## src/rtl/seg_scan_if.sv

```systemverilog
// Bus between the scan controller and its surroundings.
// Ports:
//   i_value[15:0]  value to show, nibble k on digit k
//   i_dp[3:0]      decimal point request per digit (1 = lit)
//   i_enable       0 blanks the display
//   i_lz_blank     1 suppresses leading zeros
//   seg[0:6]       segments a..g, active-low
//   an[0:3]        an[k] enables digit k, active-low
//   dp             decimal point, active-low
//   o_frame_done   one-cycle pulse on each new snapshot
interface seg_scan_if;
    logic [15:0] i_value;
    logic [3:0]  i_dp;
    logic        i_enable;
    logic        i_lz_blank;
    logic [0:6]  seg;
    logic [0:3]  an;
    logic        dp;
    logic        o_frame_done;

    modport master (
        output i_value, i_dp, i_enable, i_lz_blank,
        input  seg, an, dp, o_frame_done
    );

    modport slave (
        input  i_value, i_dp, i_enable, i_lz_blank,
        output seg, an, dp, o_frame_done
    );
endinterface

```

## src/rtl/seg_scan_ctrl.sv

```systemverilog
// Time-multiplexed four-digit seven-segment scan controller. The display
// value is snapshotted once per frame; each digit slot starts with a short
// all-dark phase so adjacent digits never ghost into each other.
// Ports:
//   clk        rising-edge clock
//   i_reset_n  synchronous active-low reset
//   bus        seg_scan_if slave (value/dp/enable/lz inputs, seg/an/dp/frame outputs)
module seg_scan_ctrl #(
    parameter int unsigned REFRESH_DIV = 100000,
    parameter int unsigned BLANK_CYC   = 4
) (
    input  logic       clk,
    input  logic       i_reset_n,
    seg_scan_if.slave  bus
);

    localparam int unsigned CNT_W = (REFRESH_DIV > 2) ? $clog2(REFRESH_DIV) : 1;
    localparam logic [CNT_W-1:0] CNT_MAX   = CNT_W'(REFRESH_DIV - 1);
    localparam logic [CNT_W-1:0] BLANK_END = CNT_W'(BLANK_CYC);

    logic [CNT_W-1:0] r_cnt;
    logic [1:0]       r_idx;
    logic [15:0]      r_snap;
    logic [0:6]       r_seg;
    logic [0:3]       r_an;
    logic             r_dp;
    logic             r_frame_done;

    logic             w_tick;
    logic [CNT_W-1:0] w_cnt_nxt;
    logic [1:0]       w_idx_nxt;
    logic [15:0]      w_snap_nxt;
    logic             w_frame_done_nxt;
    logic [3:0]       w_nib;
    logic             w_lz_zero;
    logic             w_dark;
    logic [0:6]       w_seg_nxt;
    logic [0:3]       w_an_nxt;
    logic             w_dp_nxt;

    // Hex digit to active-low a..g pattern
    function automatic logic [0:6] hex_to_seg(input logic [3:0] nib);
        logic [0:6] s;
        case (nib)
            4'h0: s = 7'b0000001;
            4'h1: s = 7'b1001111;
            4'h2: s = 7'b0010010;
            4'h3: s = 7'b0000110;
            4'h4: s = 7'b1001100;
            4'h5: s = 7'b0100100;
            4'h6: s = 7'b0100000;
            4'h7: s = 7'b0001111;
            4'h8: s = 7'b0000000;
            4'h9: s = 7'b0000100;
            4'hA: s = 7'b0001000;
            4'hB: s = 7'b1100000;
            4'hC: s = 7'b0110001;
            4'hD: s = 7'b1000010;
            4'hE: s = 7'b0110000;
            default: s = 7'b0111000;
        endcase
        return s;
    endfunction

    // Next-state and next-output logic
    always_comb begin
        w_tick           = (r_cnt == CNT_MAX);
        w_cnt_nxt        = w_tick ? '0 : r_cnt + CNT_W'(1);
        w_idx_nxt        = w_tick ? r_idx + 2'd1 : r_idx;
        w_frame_done_nxt = w_tick && (r_idx == 2'd3);
        w_snap_nxt       = w_frame_done_nxt ? bus.i_value : r_snap;

        case (r_idx)
            2'd0:    w_nib = r_snap[3:0];
            2'd1:    w_nib = r_snap[7:4];
            2'd2:    w_nib = r_snap[11:8];
            default: w_nib = r_snap[15:12];
        endcase

        // Current digit and every digit above it are zero; digit 0 always shows
        case (r_idx)
            2'd0:    w_lz_zero = 1'b0;
            2'd1:    w_lz_zero = (r_snap[15:4] == 12'h000);
            2'd2:    w_lz_zero = (r_snap[15:8] == 8'h00);
            default: w_lz_zero = (r_snap[15:12] == 4'h0);
        endcase

        w_dark = (r_cnt < BLANK_END) || !bus.i_enable || (bus.i_lz_blank && w_lz_zero);

        w_seg_nxt = 7'b1111111;
        w_an_nxt  = 4'b1111;
        w_dp_nxt  = 1'b1;
        if (!w_dark) begin
            w_seg_nxt       = hex_to_seg(w_nib);
            w_an_nxt[r_idx] = 1'b0;
            w_dp_nxt        = ~bus.i_dp[r_idx];
        end
    end

    // State and output registers
    always_ff @(posedge clk) begin
        if (!i_reset_n) begin
            r_cnt        <= '0;
            r_idx        <= 2'd0;
            r_snap       <= 16'h0000;
            r_seg        <= 7'b1111111;
            r_an         <= 4'b1111;
            r_dp         <= 1'b1;
            r_frame_done <= 1'b0;
        end else begin
            r_cnt        <= w_cnt_nxt;
            r_idx        <= w_idx_nxt;
            r_snap       <= w_snap_nxt;
            r_seg        <= w_seg_nxt;
            r_an         <= w_an_nxt;
            r_dp         <= w_dp_nxt;
            r_frame_done <= w_frame_done_nxt;
        end
    end

    assign bus.seg          = r_seg;
    assign bus.an           = r_an;
    assign bus.dp           = r_dp;
    assign bus.o_frame_done = r_frame_done;

endmodule

```

## src/flat_wrapper.sv

```systemverilog
// flat-port wrapper written by rule: the top's interface ports become plain ports
module seg_scan_ctrl_flat 
#(
    parameter int unsigned REFRESH_DIV = 100000,
    parameter int unsigned BLANK_CYC   = 4
)
  (clk, i_reset_n, bus_i_value, bus_i_dp, bus_i_enable, bus_i_lz_blank, bus_seg, bus_an, bus_dp, bus_o_frame_done);
  seg_scan_if bus_i ();
  input  logic clk;
  input  logic i_reset_n;
  input wire logic [$bits(bus_i.i_value)-1:0] bus_i_value;
  input wire logic [$bits(bus_i.i_dp)-1:0] bus_i_dp;
  input wire logic [$bits(bus_i.i_enable)-1:0] bus_i_enable;
  input wire logic [$bits(bus_i.i_lz_blank)-1:0] bus_i_lz_blank;
  output wire logic [$bits(bus_i.seg)-1:0] bus_seg;
  output wire logic [$bits(bus_i.an)-1:0] bus_an;
  output wire logic [$bits(bus_i.dp)-1:0] bus_dp;
  output wire logic [$bits(bus_i.o_frame_done)-1:0] bus_o_frame_done;
  assign bus_i.i_value = bus_i_value;
  assign bus_i.i_dp = bus_i_dp;
  assign bus_i.i_enable = bus_i_enable;
  assign bus_i.i_lz_blank = bus_i_lz_blank;
  assign bus_seg = bus_i.seg;
  assign bus_an = bus_i.an;
  assign bus_dp = bus_i.dp;
  assign bus_o_frame_done = bus_i.o_frame_done;
  seg_scan_ctrl #(.REFRESH_DIV(REFRESH_DIV), .BLANK_CYC(BLANK_CYC)) u_core (.clk(clk), .i_reset_n(i_reset_n), .bus(bus_i));
endmodule
```

## config.mk

```make
export PLATFORM = sky130hd
export DESIGN_NAME = seg_scan_ctrl_flat
export DESIGN_NICKNAME = d
export VERILOG_FILES = /design/src/rtl/seg_scan_if.sv /design/src/rtl/seg_scan_ctrl.sv /design/src/flat_wrapper.sv
export SDC_FILE = /design/constraint.sdc
export NUM_CORES = 1
export LEC_CHECK = 0
export CORE_ASPECT_RATIO = 1.4
export CORE_MARGIN = 2
export CORE_UTILIZATION = 45
export DETAILED_ROUTE_END_ITERATION = 8
export PLACE_DENSITY = 0.81
export SETUP_SLACK_MARGIN = 0.05
export SLEW_MARGIN = 25
export SYNTH_ARGS = -nofsm -noshare
export SYNTH_HDL_FRONTEND = slang
export SYNTH_SLANG_ARGS = --single-unit
```

## constraint.sdc

```tcl
create_clock -name clk -period 4.63 [get_ports clk]
set_clock_uncertainty 0.2 [all_clocks]
set_input_delay 0.926 -clock clk [delete_from_list [all_inputs] [get_ports clk]]
set_output_delay 0.926 -clock clk [all_outputs]
set_load 0.03 [all_outputs]
```

==> key figures <==
Placement
  • Placed cells: between 300 and 400
  • Post-DP HPWL: approximately 3.3 mm
  • Number of port buffers: 36
  • GPL Wtd Cong: 0.820

Yosys
  • Synth Warn #: 0
  • Async S/R FF share, synth: 0
  • Syn Nets: between 200 and 300
  • Primary FF master, synth: dfxtp_1
  • Netlist cell types: 39
  • Syn Inst Count: approximately 240
  • Synthesized area per cell: between 9 and 10 um^2
  • Synthesized cell area: 2230 um^2
  • Seq/Total Area, Yosys: 0.431
  • Post-synth EDFFs: 0
  • Seq cells post-synth: between 40 and 50

Timing
  • Post-Route Setup TNS: 0 ns
  • Achievable Freq: approximately 360 MHz
  • Fin crit share: 0.601
  • Final Hold Viols: 0
  • Slew HR: 0.387
  • Least-Margin Pin Slew: 0.893 ns
  • RSZ-0062 raised after global routing: false
  • Max Slew Vio Count: 0
  • Setup violators final: 0
  • Post-layout min period: around 2.8 ns

Setup path
  • Reg2reg start: u_core.r_idx[1]
  • Worst setup EP type: flip-flop
  • R2R Path End: u_core.bus.seg[3]
  • Critical path class: flip-flop to flip-flop
  • Kind of launch point of the worst setup path: flip-flop
  • Arr. time, crit path: 2.75 ns
  • Worst Path Required: approximately 4.6 ns
  • Worst-path maximum fanout: 10
  • Flop2flop setup slack: between 1.5 and 2 ns
  • Reg2Reg Depth: 9

Die
  • Row cnt: 30
  • Boundary Pins: 37
  • Placeable Area: 4800 um^2
  • Die H: 87.3 um
  • Chip Width: between 60 and 70 um
  • Initial Utilization: 0.464
  • Die ar.: roughly 5500 um^2

Drt
  • WL per Instance: between 10 and 15 um
  • Post-DR vias/cell: between 5 and 6
  • Via Count: roughly 1,700
  • Antenna viol nets, final: 0
  • Residual DRC: 0
  • Final wirelength: 4.53 mm
  • Initial DRT Pass Iterations: 4
  • Starting DRT DRC Count: 105

Global route
  • First-pass GRT wire length: around 7.6 mm
  • Largest net degree at the start of global routing: 20
  • Initial antenna violation count: 0
  • GRT Residual Overflow: 0
  • Gr usage total: 0.175
  • Vias in the first global route: between 1,500 and 2,000

Final layout
  • Area grow syn2layout: 22.0%
  • Reg area: between 900 and 1000 um^2
  • Share of layout cells above drive strength 1: 0.0515
  • Fin nets: 307
  • Non-Filler Instances: around 340
  • Multi-input logic area: approximately 1200 um^2
  • ANT cells: 0
  • FILL cells: about 460

Clocking
  • Setup Fix Bufs, Post-CTS: 0
  • Clock root cell: clkbuf_8
  • Clock Path Buffers: 2
  • Cts hold-fix bufs: 0
  • Post-cts resize count: 0
  • CTS H-tree lvls: 2
  • Clock Latency Late Sink: slightly below 0.3 ns
  • CTS tree: yes
  • Clock buffer count from CTS: 5
  • Sink Count: between 40 and 50
  • Reg clk slew, reported paths: approximately 0.080 ns

Power and ir drop
  • Leakage: between 1 and 1.5 nW
  • Peak supply drop: 0.215 mV
  • Power per cell area: 260 nW/um^2

Worst hold path
  • Hold WC Path Type: flip-flop to flip-flop
  • Worst hold start: u_core.r_cnt[0]
  • Hold Path Stages: 1
  • Hold EP: u_core.r_cnt[0]

Run status
  • Status: complete, no violations

Run
  • MaxCap Viol Count: 0
per-stage QoR:
stage               setup WS, ns  utilization  hold WS (ns)  instance area (um^2)  power [mW]
finish                      1.85        0.566         0.264                  2720       0.707
global route                1.48        0.566         0.283                  2720       0.736
CTS                         1.85        0.566         0.266                  2720       0.713
detailed placement          1.87        0.547         0.243                  2630       0.467
global placement            1.99        0.547         0.237                  2630       0.466
floorplan                   2.05            -         0.217                  2230       0.441
placed cells by master (no fill, tap or decap), drive strengths merged, types with 5 or more instances in the layout:
cell / netlist / final
nand2: 17 / 17
dfxtp: 48 / 48
xnor2: 8 / 8
nor4: 6 / 6
mux2i: 24 / 24
clkdlybuf4s50: 0 / 36
ha: 12 / 12
nand4: 5 / 5
clkbuf: 4 / 6
nor2: 41 / 41
xor2: 8 / 8
nand3: 12 / 12
inv: 11 / 11
synth_stat cells (all sizes together), types with 4 or more instances:
library cell,count,area share
nand3,12,0.033
dfxtp,48,0.43
inv,11,0.019
xnor2,8,0.031
buf,4,0.012
a222oi,4,0.018
nor2,41,0.069
clkbuf,4,0.0067
a21oi,4,0.0090
and3,4,0.011
nor4,6,0.024
o221ai,4,0.016
ha,12,0.067
nand4,5,0.014
xor2,8,0.031
nand2,17,0.029
nor3,4,0.0090
mux2i,24,0.11
flip-flops by register name, indices dropped and copies added (netlist names):
signal and flops:
u_core.bus.seg 7, u_core.r_cnt 17, u_core.r_snap 16, u_core.r_idx 2, u_core.bus.an 4, u_core.bus.o_frame_done 1
u_core.bus.dp 1
cell families after synthesis:
kind of cell | Yosys count | share of synthesized area
XOR/XNOR | 16 | 0.0629
AND/OR/NAND/NOR | 95 | 0.209
flip-flops | 48 | 0.431
buffers and inverters | 20 | 0.0393
multiplexers | 26 | 0.123
AO/OA/AOI/OAI | 19 | 0.0674
adder cells (fa/ha/maj) | 12 | 0.0674
report_power, final:
group / internal [mW] / switching (mW)
Combinational: 0.0233 / 0.0152
Sequential: 0.416 / 0.00255
Clock: 0.119 / 0.130
cell type report:
type,count,area share
Tap cell,64,0.0295
Multi-Input combinational cell,168,0.434
Sequential cell,48,0.353
Timing Repair Buffer,36,0.133
Clock inverter,2,0.00368
Clock buffer,6,0.0304
Inverter,12,0.0166
critical path, stage by stage, from the launching register on:
cell,delay [ns]
dfxtp_1,0.45
ha_1,0.44
mux2i_1,0.47
inv_1,0.19
ha_1,0.25
and3_1,0.18
a31oi_1,0.13
o311ai_0,0.13
mux2i_1,0.15
nand2_1,0.06
worst max-delay path by stage:
stage / from / to / slack (ns)
final: u_core.r_idx[1] / u_core.bus.seg[3] / 1.85
after global routing: u_core.r_idx[1] / u_core.bus.seg[3] / 1.48
after CTS: u_core.r_idx[1] / u_core.bus.seg[3] / 1.85
after detailed placement: u_core.r_idx[0] / u_core.bus.seg[3] / 1.87
after global placement: u_core.r_idx[0] / u_core.bus.seg[3] / 1.99
after floorplan: u_core.r_idx[0] / u_core.bus.seg[3] / 2.05
routing by layer:
layer,GRT usage,up-vias,wire [um]
li1,-,888,-
met1,0.190,814,1910
met3,0.0310,6,120
met5,0,-,0
met2,0.339,31,2440
met4,0.0534,0,55
No activity file was read; power rests on OpenSTA's default activity.
